**src/rtl/psram_pkg.sv**
```systemverilog
// Shared PSRAM definitions: operand encodings, arbiter state set and the QPI
// command bytes, so the PSRAM driver and the arbiter agree on one source.
package psram_pkg;

  localparam logic [1:0] RW_NONE  = 2'd0;
  localparam logic [1:0] RW_WRITE = 2'd1;
  localparam logic [1:0] RW_READ  = 2'd2;

  typedef enum logic [2:0] {
    ST_WAIT_INIT,
    ST_IDLE,
    ST_ISSUE,
    ST_BUSY,
    ST_GAP
  } arb_state_t;

  localparam logic [7:0] CMD_READ_QUAD  = 8'hEB;
  localparam logic [7:0] CMD_WRITE_QUAD = 8'h38;
  localparam logic [7:0] CMD_RESET_EN   = 8'h66;
  localparam logic [7:0] CMD_RESET      = 8'h99;
  localparam logic [7:0] CMD_ENTER_QPI  = 8'h35;

endpackage

```
**src/rtl/rr_arb2.sv**
```systemverilog
// Combinational two-way round-robin picker: a lone request wins outright,
// a tie goes to the port that was not served last.
module rr_arb2 (
  input  logic [1:0] req,
  input  logic       last,
  output logic       gnt_valid,
  output logic       gnt_id
);

  always_comb begin
    gnt_valid = |req;
    gnt_id    = (req == 2'b11) ? ~last : req[1];
  end

endmodule

```
**src/rtl/psram_arbiter.sv**
```systemverilog
// Two-port arbiter and single-transaction sequencer in front of the QPI PSRAM
// top: init gating, round-robin grant, guarded completion, timeout and gap.
module psram_arbiter
  import psram_pkg::*;
#(
  parameter int GUARD   = 3,
  parameter int GAP     = 2,
  parameter int TIMEOUT = 63
) (
  input  logic        mem_clk,
  input  logic        rst_n,
  input  logic        req0,
  input  logic        req1,
  input  logic        we0,
  input  logic        we1,
  input  logic [23:0] addr0,
  input  logic [23:0] addr1,
  input  logic [15:0] wdata0,
  input  logic [15:0] wdata1,
  output logic        ack0,
  output logic        ack1,
  output logic        err,
  output logic [15:0] rdata,
  output logic        busy,
  input  logic        mem_qpi_on,
  input  logic        mem_endcommand,
  input  logic [15:0] mem_data_out,
  output logic        mem_quad_start,
  output logic [1:0]  mem_read_write,
  output logic [23:0] mem_address,
  output logic [15:0] mem_data_in
);

  localparam logic [5:0] GUARD_C   = 6'(GUARD);
  localparam logic [5:0] GAP_C     = 6'(GAP);
  localparam logic [5:0] TIMEOUT_C = 6'(TIMEOUT);

  arb_state_t  state, state_nxt;
  logic [5:0]  cnt, cnt_nxt;
  logic        last, last_nxt;
  logic        cur, cur_nxt;
  logic [1:0]  rw_nxt;
  logic [23:0] addr_nxt;
  logic [15:0] wd_nxt, rdata_nxt;
  logic        ack0_nxt, ack1_nxt, err_nxt;
  logic        gnt_valid, gnt_id;

  rr_arb2 u_rr (
    .req       ({req1, req0}),
    .last      (last),
    .gnt_valid (gnt_valid),
    .gnt_id    (gnt_id)
  );

  assign busy           = (state != ST_IDLE);
  assign mem_quad_start = (state == ST_ISSUE);

  always_comb begin
    state_nxt = state;
    cnt_nxt   = cnt;
    last_nxt  = last;
    cur_nxt   = cur;
    rw_nxt    = mem_read_write;
    addr_nxt  = mem_address;
    wd_nxt    = mem_data_in;
    rdata_nxt = rdata;
    ack0_nxt  = 1'b0;
    ack1_nxt  = 1'b0;
    err_nxt   = 1'b0;

    case (state)
      ST_WAIT_INIT: begin
        if (mem_qpi_on) state_nxt = ST_IDLE;
      end
      ST_IDLE: begin
        if (!mem_qpi_on) begin
          state_nxt = ST_WAIT_INIT;
        end else if (gnt_valid) begin
          cur_nxt   = gnt_id;
          last_nxt  = gnt_id;
          rw_nxt    = (gnt_id ? we1 : we0) ? RW_WRITE : RW_READ;
          addr_nxt  = gnt_id ? addr1 : addr0;
          wd_nxt    = gnt_id ? wdata1 : wdata0;
          state_nxt = ST_ISSUE;
        end
      end
      ST_ISSUE: begin
        cnt_nxt   = '0;
        state_nxt = ST_BUSY;
      end
      ST_BUSY: begin
        cnt_nxt = cnt + 6'd1;
        // A completion landing on the timeout cycle still counts as success.
        if (cnt >= GUARD_C && mem_endcommand) begin
          ack0_nxt  = ~cur;
          ack1_nxt  = cur;
          if (mem_read_write == RW_READ) rdata_nxt = mem_data_out;
          rw_nxt    = RW_NONE;
          cnt_nxt   = '0;
          state_nxt = ST_GAP;
        end else if (cnt == TIMEOUT_C) begin
          ack0_nxt  = ~cur;
          ack1_nxt  = cur;
          err_nxt   = 1'b1;
          rw_nxt    = RW_NONE;
          cnt_nxt   = '0;
          state_nxt = ST_GAP;
        end
      end
      ST_GAP: begin
        // The ack cycle plus GAP idle cycles keep issues GAP+2 apart from ack.
        if (cnt == GAP_C) state_nxt = ST_IDLE;
        else              cnt_nxt   = cnt + 6'd1;
      end
      default: state_nxt = ST_WAIT_INIT;
    endcase
  end

  always_ff @(posedge mem_clk or negedge rst_n) begin
    if (!rst_n) begin
      state          <= ST_WAIT_INIT;
      cnt            <= '0;
      last           <= 1'b1;
      cur            <= 1'b0;
      mem_read_write <= RW_NONE;
      mem_address    <= '0;
      mem_data_in    <= '0;
      rdata          <= '0;
      ack0           <= 1'b0;
      ack1           <= 1'b0;
      err            <= 1'b0;
    end else begin
      state          <= state_nxt;
      cnt            <= cnt_nxt;
      last           <= last_nxt;
      cur            <= cur_nxt;
      mem_read_write <= rw_nxt;
      mem_address    <= addr_nxt;
      mem_data_in    <= wd_nxt;
      rdata          <= rdata_nxt;
      ack0           <= ack0_nxt;
      ack1           <= ack1_nxt;
      err            <= err_nxt;
    end
  end

endmodule

```
**config.mk**
```make
export PLATFORM = sky130hd
export DESIGN_NAME = psram_arbiter
export DESIGN_NICKNAME = d
export VERILOG_FILES = /design/src/rtl/psram_pkg.sv /design/src/rtl/rr_arb2.sv /design/src/rtl/psram_arbiter.sv
export SDC_FILE = /design/constraint.sdc
export NUM_CORES = 1
export LEC_CHECK = 0
export BUFFER_PORTS_ARGS = -buffer_cell sky130_fd_sc_hd__buf_2
export CORE_UTILIZATION = 49
export CTS_CLUSTER_SIZE = 24
export DETAILED_ROUTE_END_ITERATION = 6
export PLACE_DENSITY = 0.87
export SLEW_MARGIN = 20
export SYNTH_ARGS = -nofsm -noshare
export SYNTH_HDL_FRONTEND = slang
export SYNTH_SLANG_ARGS = --single-unit
```
**constraint.sdc**
```tcl
create_clock -name mem_clk -period 4.1 [get_ports mem_clk]
set_input_delay 0.615 -clock mem_clk [delete_from_list [all_inputs] [get_ports mem_clk]]
set_output_delay 0.615 -clock mem_clk [all_outputs]
set_load 0.05 [all_outputs]
```
; After elaboration in Yosys (flattened, before gate mapping)
; Cells that the tools add are included.
[totals]
register_bits = 72
in_bits = 104
output_inout_bits = 63
word_cells = 71
[classes]
addsub = 1
magnitude_cmp = 1
eq_ne = 16
mux = 30
n_bitwise = 2
reduce_logical = 10
[ops]
columns = cell, n
row1 = two-way mux 24 bit, 1
row2 = two-way mux 3 bit, 6
row3 = two-way mux 6 bit, 3
row4 = case mux 6 bit (3 select lines), 1
row5 = two-way mux 16 bit, 1
row6 = case mux 3 bit (5 select lines), 1
row7 = two-way mux 1 bit, 11
row8 = two-way mux 2 bit, 5
row9 = "!= test 2 bit, second input constant", 5
row10 = AND reduction 4 bit, 2
row11 = "adder 6 x 1 -> 6 bit, second input constant", 1
row12 = "equality test 3 x 2 -> 1 bit, second input constant", 2
row13 = "equality test 6 x 2 -> 1 bit, second input constant", 1
row14 = "equality test 6 bit, second input constant", 1
row15 = ">= comparator 6 x 2 -> 1 bit, second input constant", 1
row16 = "!= test 3 bit, second input constant", 2
row17 = AND reduction 3 bit, 2
row18 = "equality test 2 bit, second input constant", 2
row19 = case mux 2 bit (2 select lines), 1
row20 = "equality test 3 x 1 -> 1 bit, second input constant", 1
row21 = "equality test 3 bit, second input constant", 1
row22 = zero test 3 bit, 1
row23 = "!= test 3 x 1 -> 1 bit, second input constant", 1
row24 = nonzero test 3 bit, 1
row25 = other kinds (5), 6

; Depth between registers and ports, before layout
; Gate-level depths: netlist of run 1.
[depth]
ltp_word = 7
mapped_depth = 7
depth_no_buf = 5

; Hierarchy
; A second synthesis of run 1 with hierarchy kept.
[unflattened]
cells_unflattened = 299
area_unflattened_um2 = 3353.2
[modules_own_cells]
columns = mod, n_inst, cells_each, area_each_um2, seq_area_each_um2
row1 = psram_arbiter, 1, 297, 3339.5, 1803.0
row2 = rr_arb2, 1, 2, 13.8, 0.0

; Least setup slack after synthesis of run 1
; OpenSTA, ideal clock, no wires.
[synth_timing]
path_kind = register to register
start = register mem_read_write[1]
end = register rdata[0]
arrival_time_ps = 1862
t_required_ps = 3975
slack_ps = 2113
stages_incl_launch_ff = 6
n_path_buf = 2
synth_period_minus_slack_ps = 1987
cell_sequence = dfrtp_1 > clkinv_1 > or4_1 > buf_4 > buf_12 > mux2_4
[synth_between]
elab_chain_cells = 2
[synth_lines]
columns = item, line_no
row1 = start: declaration, psram_arbiter.sv:29  ; output logic [1:0] mem_read_write,
row2 = start signal: assignment, psram_arbiter.sv:137  ; mem_read_write <= rw_nxt;
row3 = equality test 2 bit, psram_arbiter.sv:97  ; if (mem_read_write == RW_READ) rdata_nxt = mem_data_out;
row4 = AND reduction 3 bit (no line), n/a
row5 = end signal: assignment, psram_arbiter.sv:140  ; rdata <= rdata_nxt;
row6 = end: declaration, psram_arbiter.sv:23  ; output logic [15:0] rdata,
; No other way between the ends.
; A chain may end at the register's enable or synchronous reset.

; Worst setup path after layout of run 1
[layout_timing]
start = register cnt[2]
end = register rdata[6]
[layout_between]
elab_chain_cells = 3
[layout_lines]
columns = item, line_no
row1 = start: declaration, psram_arbiter.sv:39  ; logic [5:0] cnt, cnt_nxt;
row2 = start signal: assignment, psram_arbiter.sv:134  ; cnt <= cnt_nxt;
row3 = >= comparator 6 x 2 -> 1 bit, psram_arbiter.sv:94  ; if (cnt >= GUARD_C && mem_endcommand) begin
row4 = logical AND 1 bit, psram_arbiter.sv:94
row5 = AND reduction 3 bit (no line), n/a
; No other way between the ends.

==> impl_metrics.py, run 1 <==
metrics = {
    "setup_path": {
        "critPathArrivalTime_ps": 2630,
        "slowest_delay_ps": 700,
        "cp_cell_sequence": "or4_1 -> o21ai_1 -> or4_1 -> mux2_1",
        "cp_data_required_time_ps": 4320,
        "cp.depth": 4,
        "reg2reg_slack_ps": 1690,
        "cp_common_cell": "or4_1",
        "critPathCapture": "rdata[6]",
        "critPathMaxFanout": 16,
        "endpoint_kind": "flop",
        "critPathLaunch": "cnt[2]",
        "path_class": "reg -> reg",
        "path_buf_inv": 0,
        "reg2reg_from": "cnt[2]",
        "r2r_end": "rdata[6]",
        "cpLargestDelayFamily": "simple AND/OR/NAND/NOR gates",
        "crit_slowest_cell": "or4_1",
        "critPathLaunchType": "flop",
        "reg2reg_depth": 4,
    },
    "synthesis": {
        "synth_edf_count": 0,
        "yosys_most_used_dff": "dfrtp_1",
        "synth_seq_area_share_pct": 53.61,
        "syn-cell-area_um2": 3363,
        "synth-async-reset-ratio_pct": 100.0,
        "syn_avg_cell_area_um2": 11.06,
        "yosys_register_bits": 72,
        "synth_cells": 304,
        "syn_nets": 410,
        "yosysUniqueCellTypes": 46,
        "ys_warn_count": 0,
    },
    "die": {
        "die_x_um": 84.85,
        "die_area_um2": 7199,
        "start_util_pct": 51.78,
        "fp-row-count": 29,
        "core_um2": 6495,
        "die_h_um": 84.85,
        "io_pins": 167,
    },
    "clock_network": {
        "cts_sinks": 72,
        "clkTransAtPathRegs_ps": 80,
        "cts_resized": 0,
        "cts_tree": "yes",
        "cts_setup_buffers": 0,
        "clk_latency_ps": 340,
        "clockBufferDepth": 2,
        "ctsHtreeMaxLevel": 3,
        "postCtsHoldBufs": 0,
        "cts_buffers": 9,
        "cts_root_buf": "clkbuf_8",
    },
    "job": {
        "maxCapViolCount": 0,
    },
    "timing": {
        "rsz0062_at_grt": "false",
        "slew_headroom_pct": 38.43,
        "fmax_ghz": 0.4147,
        "fin_tns_setup_ps": 0,
        "hold_viol": 0,
        "final_max_slew_viol_count": 0,
        "finClkSkew_ps": 7.364,
        "layout_min_cycle_time_ps": 2411,
        "setup_viol": 0,
        "period_share_pct": 58.81,
        "tightest_slew_ps": 923.5,
    },
    "layout": {
        "antenna_cells": 0,
        "mostFrequentLayoutCells": "buf_2 (166), dfrtp_1 (71), nand2_1 (45)",
        "final_common_cell": "buf_2",
        "area_growth_syn_to_layout_pct": 31.58,
        "final_nets": 571,
        "drive_above_1_share_pct": 42.55,
        "final_util_pct": 68.14,
        "layoutNonFillerInstCount": 547,
    },
    "hold_path": {
        "hold_class": "in -> async",
    },
    "pwr": {
        "power_leakage_nw": 2.384,
        "finalPower_mw": 3.844,
        "p_per_area_nw_per_um2": 868.7,
        "irDropWorstVdd_mv": 0.4534,
    },
    "routing": {
        "route.detailed.wl_per_inst_um": 14.40,
        "drc_errors": 13,
        "wl_mm": 7.877,
        "drt_iter0_drc": 135,
        "via_per_inst": 5.174,
        "first_pass_iters": 7,
        "antenna_left": 0,
        "via_count": 2830,
    },
    "place": {
        "dp.cells": 531,
        "dp_hpwl_mm": 6.041,
        "place.port_buffers": 166,
        "gp_congestion": 0.7956,
    },
    "status": {
        "outcome": "finished with violations",
        "violations": "DRC",
    },
    "global_route": {
        "grt_use_met1_pct": 27.32,
        "use_met2_pct": 40.50,
        "grt_max_degree": 61,
        "grt_pass1_wl_mm": 12.78,
        "grt.overflow.total": 0,
        "grt_pass1_vias": 2716,
        "busiest_layer": "met2",
        "antenna_found_initial": 0,
        "use_met3_pct": 4.572,
        "grt_usage_pct": 22.85,
    },
}
cell type report:
cell class                 instances  area, um^2
clock buffer                       9       123.9
clock inverter                     7       72.57
fill                             518        2069
inverter                           5       18.77
multi-input combinational        208        1458
sequential                        72        1803
tap                               77       96.34
timing repair buffer             169       853.3
kinds of logic after synthesis:
family	synth area share, %
simple gates	10.97
mux	18.68
buf+inv	3.720
flops	53.61
fa+ha+maj	0.7439
compound gates	12.28
cells in the mapped netlist (2+ instances only):
cell type | instances | area, um^2
a21boi_1 | 2 | 15.01
a21oi_1 | 9 | 45.04
and2_1 | 2 | 12.51
and3_1 | 2 | 12.51
buf_1 | 2 | 7.510
buf_2 | 6 | 30.03
clkbuf_1 | 8 | 30.03
dfrtp_1 | 71 | 1777
ha_1 | 2 | 25.02
inv_1 | 4 | 15.01
mux2_1 | 6 | 67.56
mux2_4 | 10 | 150.1
mux2i_1 | 41 | 410.4
nand2_1 | 45 | 168.9
nand3_1 | 4 | 20.02
nor2_1 | 5 | 18.77
nor2b_1 | 6 | 37.54
nor3_1 | 2 | 10.01
nor4_1 | 2 | 12.51
o21ai_1 | 45 | 225.2
o31ai_1 | 2 | 15.01
or2_1 | 2 | 12.51
or4_1 | 3 | 22.52
how the worst min path moves through the flow:
stage / start / endpoint / slack [ps]
finish: rst_n / err / 410
global route: mem_data_out[8] / rdata[8] / 480
CTS: rst_n / rdata[4] / 430
detailed placement: mem_address[6] / mem_address[6] / 470
global placement: cur / ack0 / 460
floorplan: rst_n / ack0 / 320
metrics by stage:
step / worst slack (ps) / hold WS [ps] / cell area [um^2]
6_report: 1689 / 409.3 / 4425
5_1_grt: 1538 / 480.8 / 4425
2_1_floorplan: 2113 / 319.4 / 3363
4_1_cts: 1701 / 433.5 / 4425
3_5_place_dp: 1682 / 469.6 / 4229
3_3_place_gp: 1740 / 457.2 / 4229
metal layers:
layer  wire length [um]  part of all wire (%)  vias to the layer above
met1               3215                    41                     1309
met4                161                   2.0                        0
met5                  0                     0                        -
li1                   -                     -                     1397
met3                463                   5.9                       12
met2               4036                    51                      112
flip-flops by register name, summed over array words and instances, names as in the netlist:
name            flops
mem_read_write      2
state               3
ack0                1
cnt                 6
mem_address        24
err                 1
last                1
mem_data_in        16
cur                 1
rdata              16
ack1                1
report_power, final:
group	switching, mW	total [mW]	internal (mW)
sequential	0.200	1.22	1.02
combinational	1.51	2.07	0.560
clock	0.266	0.546	0.280
(Power assumes the default switching activity.)
==> run 2, diff against run 1 <==
--- a/config.mk
+++ b/config.mk
@@ -6,10 +6,10 @@
 export NUM_CORES = 1
 export LEC_CHECK = 0
 export BUFFER_PORTS_ARGS = -buffer_cell sky130_fd_sc_hd__buf_2
-export CORE_UTILIZATION = 49
+export CORE_UTILIZATION = 41
 export CTS_CLUSTER_SIZE = 24
 export DETAILED_ROUTE_END_ITERATION = 6
-export PLACE_DENSITY = 0.87
+export PLACE_DENSITY = 0.78
 export SLEW_MARGIN = 20
 export SYNTH_ARGS = -nofsm -noshare
 export SYNTH_HDL_FRONTEND = slang
==> constraint.sdc (replaced) <==
create_clock -name mem_clk -period 2.01 [get_ports mem_clk]
set_input_delay 0.3015 -clock mem_clk [delete_from_list [all_inputs] [get_ports mem_clk]]
set_output_delay 0.3015 -clock mem_clk [all_outputs]
set_load 0.05 [all_outputs]
==> run 2 against run 1 <==
The run now ends clean; sequential power rose by 100%; core utilization decreased by 9.6 points; final cell count increased by 6.4%; die area rose by 19%; cell area up 3.8%; global-route usage fell by 4.2 points; first-iteration DRC count fell by 34%; power increased by 110%; critical path type unchanged; critical endpoint is now rdata[9]; largest cell class unchanged.
==> impl_metrics.py, run 2 (synthesized netlist as in run 1, its figures left out) <==
metrics = {
    "pwr": {
        "pwr-share-seq_pct": 31.0,
        "p_per_area_nw_per_um2": 1740,
        "combPwrFrac_pct": 54.5,
        "clockPowerShare_pct": 14.5,
        "power_leakage_nw": 2.464,
        "irDropWorstVdd_mv": 0.7245,
        "sw_frac_of_total_pct": 50.70,
        "switchingPower_mw": 4.051,
        "finalPower_mw": 7.990,
        "p_int_mw": 3.939,
    },
    "place": {
        "dp.cells": 563,
        "dp_slack_ps": 77.91,
        "place_area_um2": 4363,
        "place.port_buffers": 166,
        "dp_hpwl_mm": 5.994,
        "gp_congestion": 0.8569,
    },
    "global_route": {
        "grt_pass1_vias": 2731,
        "grt_usage_pct": 18.62,
        "use_met3_pct": 4.680,
        "antenna_found_initial": 0,
        "grt_pass1_wl_mm": 12.44,
        "grt_use_met1_pct": 22.80,
        "grt.overflow.total": 0,
        "busiest_layer": "met2",
        "grt_max_degree": 42,
        "use_met2_pct": 32.16,
    },
    "timing": {
        "rsz0062_at_grt": "false",
        "layout_min_cycle_time_ps": 1931,
        "worst_hold_slack_ps": 172.5,
        "fmax_ghz": 0.5180,
        "setup_viol": 0,
        "finClkSkew_ps": 8.045,
        "setup_ws_ps": 79.40,
        "fin_tns_setup_ps": 0,
        "hold_viol": 0,
        "slew_headroom_pct": 58.44,
        "final_max_slew_viol_count": 0,
        "tightest_slew_ps": 621.1,
        "period_share_pct": 96.05,
    },
    "setup_path": {
        "critPathArrivalTime_ps": 2140,
        "critPathLaunchType": "flop",
        "reg2reg_slack_ps": 80,
        "path_class": "reg -> reg",
        "critPathMaxFanout": 16,
        "endpoint_kind": "flop",
        "cp_data_required_time_ps": 2220,
    },
    "die": {
        "core_um2": 7848,
        "die_area_um2": 8569,
        "die_x_um": 92.57,
        "fp-row-count": 32,
        "start_util_pct": 42.86,
        "io_pins": 167,
        "die_h_um": 92.57,
    },
    "layout": {
        "area_growth_syn_to_layout_pct": 36.57,
        "drive_above_1_share_pct": 43.75,
        "mostFrequentLayoutCells": "buf_2 (166), dfrtp_1 (70), nand2_1 (45)",
        "layoutNonFillerInstCount": 582,
        "final_util_pct": 58.53,
        "final_common_cell": "buf_2",
        "largest-register": "mem_address",
        "final_nets": 581,
        "fin_area_um2": 4593,
        "reg_top3": "mem_address x24, mem_data_in x16, rdata x16",
        "largest_register_ff_count": 24,
        "antenna_cells": 0,
        "num-fill-cells": 698,
    },
    "routing": {
        "first_pass_iters": 4,
        "route.detailed.wl_per_inst_um": 13.32,
        "wl_mm": 7.755,
        "drc_errors": 0,
        "antenna_left": 0,
        "via_count": 2876,
        "drt_iter0_drc": 89,
        "via_per_inst": 4.942,
    },
    "clock_network": {
        "ctsHtreeMaxLevel": 3,
        "cts_sinks": 72,
        "cts_root_buf": "clkbuf_8",
        "clkTransAtPathRegs_ps": 80,
        "clk_latency_ps": 330,
        "cts_tree": "yes",
        "clockBufferDepth": 2,
        "cts_buffers": 9,
    },
    "status": {
        "outcome": "complete, no violations",
    },
    "job": {
        "maxCapViolCount": 0,
    },
    "hold_path": {
        "hold_class": "in -> reg",
    },
}
-- run 2: cell count changes in the layout (fill, tap and decap cells not counted), moves of 2 or more --
cell        change
buf_4           +5
buf_12          +4
inv_6           +2
clkinvlp_4      -2
-- run 2: power groups by stage --
stage | Clock, mW | Sequential (mW) | Combinational [mW]
floorplan | 0 | 4.37 | 1.39
global placement | 0 | 2.47 | 4.28
detailed placement | 0 | 2.51 | 4.37
CTS | 1.20 | 2.49 | 4.37
global route | 1.26 | 2.57 | 4.64
finish | 1.16 | 2.48 | 4.35
-- run 2: critical path, stage by stage, from the launching register on --
cell	delay, ps
dfrtp_2	440
or4_1	520
o21ai_1	160
or4_1	170
buf_12	170
mux2_1	340
-- run 2: worst paths after layout --
check / from / endpoint / cells past startpoint
setup reg to reg: cnt[2] / rdata[9] / 5
setup / recovery: cnt[2] / rdata[9] / 5
hold reg to reg: cur / ack0 / 1
hold / removal: mem_data_out[5] / rdata[5] / 2
min in group asynchronous: rst_n / rdata[10] / 2
max in group asynchronous: rst_n / cnt[2] / 3
-- run 2: routing by layer --
layer	vias up	wire length, um
li1	1421	-
met1	1329	3253
met2	122	3811
met3	4	651
met4	0	38
met5	-	0
-- run 2: cell type report --
cell class / instances / area (um^2) / area share, %
clock inverter: 6 / 66.31 / 1.444
inverter: 5 / 18.77 / 0.4086
multi-input combinational: 208 / 1458 / 31.74
timing repair buffer: 179 / 980.9 / 21.36
clock buffer: 10 / 137.6 / 2.996
tap: 102 / 127.6 / 2.779
sequential: 72 / 1804 / 39.28
-- run 2: repair_timing --
item,in CTS,in global routing
gates resized for setup,0,1
endpoints found under the setup margin,0,3
buffers inserted,0,2
endpoints found under the hold margin,17,0
hold buffers,1,0
==> run 3, diff against run 2 <==
--- a/config.mk
+++ b/config.mk
@@ -5,6 +5,7 @@
 export SDC_FILE = /design/constraint.sdc
 export NUM_CORES = 1
 export LEC_CHECK = 0
+export ABC_AREA = 1
 export BUFFER_PORTS_ARGS = -buffer_cell sky130_fd_sc_hd__buf_2
 export CORE_UTILIZATION = 41
 export CTS_CLUSTER_SIZE = 24
==> run 3 against run 2 <==
Via count increased by 15%; largest cell class unchanged; highest routed layer unchanged; setup slack improved by 240 ps; synthesized area fell by 1.8%; critical path type is now reg -> out; critical endpoint is now mem_quad_start; critical path depth fell by 1; sequential power decreased by 10%.
==> impl_metrics.py, run 3 <==
metrics = {
    "layout": {
        "largest_register_ff_count": 24,
        "area_growth_syn_to_layout_pct": 34.66,
        "antenna_cells": 0,
        "final_nets": 675,
        "final_common_cell": "buf_2",
        "mostFrequentLayoutCells": "buf_2 (166), nand2_1 (149), dfrtp_1 (71)",
        "drive_above_1_share_pct": 34.84,
        "fin_area_um2": 4448,
        "num-fill-cells": 742,
        "largest-register": "mem_address",
        "reg_top3": "mem_address x24, mem_data_in x16, rdata x16",
    },
    "routing": {
        "via_count": 3296,
        "first_pass_iters": 4,
        "route.detailed.wl_per_inst_um": 12.12,
        "drc_errors": 0,
        "wl_mm": 8.196,
        "drt_iter0_drc": 122,
        "via_per_inst": 4.876,
        "antenna_left": 0,
    },
    "clock_network": {
        "ctsHtreeMaxLevel": 3,
        "cts_tree": "yes",
        "cts_resized": 0,
        "clkTransAtPathRegs_ps": 80,
        "cts_sinks": 72,
        "clockBufferDepth": 2,
        "cts_buffers": 9,
        "postCtsHoldBufs": 1,
        "cts_root_buf": "clkbuf_8",
        "cts_setup_buffers": 0,
        "clk_latency_ps": 340,
    },
    "synthesis": {
        "yosys_register_bits": 72,
        "syn_avg_cell_area_um2": 8.196,
        "synth_seq_area_share_pct": 54.58,
        "ys_warn_count": 0,
        "syn-cell-area_um2": 3303,
        "synth.most_common_cell": "nand2_1",
        "synth_edf_count": 0,
        "synth_cells": 403,
        "yosysUniqueCellTypes": 25,
        "yosys-top-cells-count": "nand2_1 (149), dfrtp_1 (71), nor2_1 (55), a31oi_1 (41), nand3_1 (30)",
        "syn_nets": 509,
        "synth_top_area_cell": "dfrtp_1",
        "yosys_most_used_dff": "dfrtp_1",
        "synth.area.top_cells": "dfrtp_1 (54%), nand2_1 (17%), a31oi_1 (7.8%), nor2_1 (6.3%), nand3_1 (4.5%)",
        "synth-async-reset-ratio_pct": 100.0,
        "synth_top_area_share_pct": 53.79,
    },
    "global_route": {
        "grt_pass1_wl_mm": 13.47,
        "grt.overflow.total": 0,
        "grt_usage_pct": 20.01,
        "grt_pass1_vias": 3030,
        "antenna_found_initial": 0,
        "grt_max_degree": 73,
    },
    "setup_path": {
        "critPathMaxFanout": 3,
        "endpoint_kind": "output port",
        "reg2reg_slack_ps": 400,
        "reg2reg_from": "cnt[0]",
        "critPathArrivalTime_ps": 1390,
        "path_class": "reg -> out",
        "critPathLaunch": "state[2]",
        "r2r_end": "rdata[14]",
        "reg2reg_depth": 8,
        "cp_data_required_time_ps": 1710,
        "critPathLaunchType": "flop",
        "critPathCapture": "mem_quad_start",
    },
    "die": {
        "die_area_um2": 8420,
        "start_util_pct": 42.53,
        "io_pins": 167,
        "die_h_um": 91.76,
        "fp-row-count": 32,
        "die_x_um": 91.76,
        "core_um2": 7767,
    },
    "timing": {
        "fin_tns_setup_ps": 0,
        "period_share_pct": 83.94,
        "fmax_ghz": 0.5927,
        "tightest_slew_ps": 376.5,
        "layout_min_cycle_time_ps": 1687,
        "hold_viol": 0,
        "final_max_slew_viol_count": 0,
        "setup_viol": 0,
        "finClkSkew_ps": 9.999,
        "worst_hold_slack_ps": 191.9,
        "rsz0062_at_grt": "false",
        "slew_headroom_pct": 74.90,
    },
    "pwr": {
        "p_per_area_nw_per_um2": 1489,
        "p_int_mw": 3.252,
        "finalPower_mw": 6.622,
        "pwr-share-seq_pct": 33.6,
        "sw_frac_of_total_pct": 50.90,
        "combPwrFrac_pct": 50.6,
        "clockPowerShare_pct": 15.8,
        "irDropWorstVdd_mv": 0.7452,
        "power_leakage_nw": 2.433,
        "switchingPower_mw": 3.370,
    },
    "place": {
        "place.port_buffers": 166,
        "dp_hpwl_mm": 6.135,
        "gp_congestion": 0.9164,
        "place_area_um2": 4257,
    },
    "status": {
        "outcome": "complete, no violations",
    },
    "job": {
        "maxCapViolCount": 0,
    },
    "hold_path": {
        "hold_class": "in -> reg",
    },
}
## run 3: metal layers
layer	part of all wire (%)	wire length (um)	GRT usage [%]
met1	44	3573	25.34
met2	47	3869	33.33
met3	7.4	603	4.975
met4	1.8	150	7.161
met5	0	0	0
## run 3: cells by family after synthesis
family	Yosys count	synth area share [%]
muxes	1	0.3030
buffers and inverters	38	5.341
adders and majority gates	2	0.7575
xor gates and xnor gates	2	0.5304
AOI/OAI and AO/OA	46	8.598
and+or+nand+nor	242	29.89
DFF	72	54.58
## run 3: critical path, cell delays in order (launching register included)
cell and delay [ps]:
dfrtp_1 400, inv_2 80, nand2_2 80, nor2_1 200
buf_2 310
## run 3: cell type report
cell class                 instances  area, um^2  area share (%)
multi-input combinational        293        1330           29.90
clock buffer                      10       137.6           3.094
sequential                        72        1803           40.53
timing repair buffer             175       938.4           21.10
clock inverter                     6       43.79          0.9845
tap                              102       127.6           2.869
inverter                          18       67.56           1.519
## run 3: how the worst min path moves through the flow
stage / depth (start not counted) / from / slack [ps] / endpoint
6_report: 3 / mem_data_out[0] / 190 / rdata[0]
5_1_grt: 3 / mem_data_out[9] / 170 / rdata[9]
4_1_cts: 3 / mem_data_out[10] / 170 / rdata[10]
3_5_place_dp: 2 / rst_n / 360 / state[0]
3_3_place_gp: 2 / rst_n / 350 / state[0]
2_1_floorplan: 0 / rst_n / 6 / ack0
## run 3: through the flow
step                      util (%)  std cells  setup slack, ps
final                        57.26        676            322.8
after global routing         57.26        676            212.8
after CTS                    57.26        676            295.7
after floorplan                  -        403            402.2
after global placement       54.80        659            487.9
after detailed placement     54.80        659            418.0
## run 3: power groups by stage
stage / sequential [mW] / combinational, mW / clock (mW)
floorplan: 3.73 / 1.01 / 0
global placement: 2.23 / 3.31 / 0
detailed placement: 2.24 / 3.38 / 0
CTS: 2.23 / 3.37 / 1.08
global route: 2.28 / 3.57 / 1.15
finish: 2.23 / 3.35 / 1.05
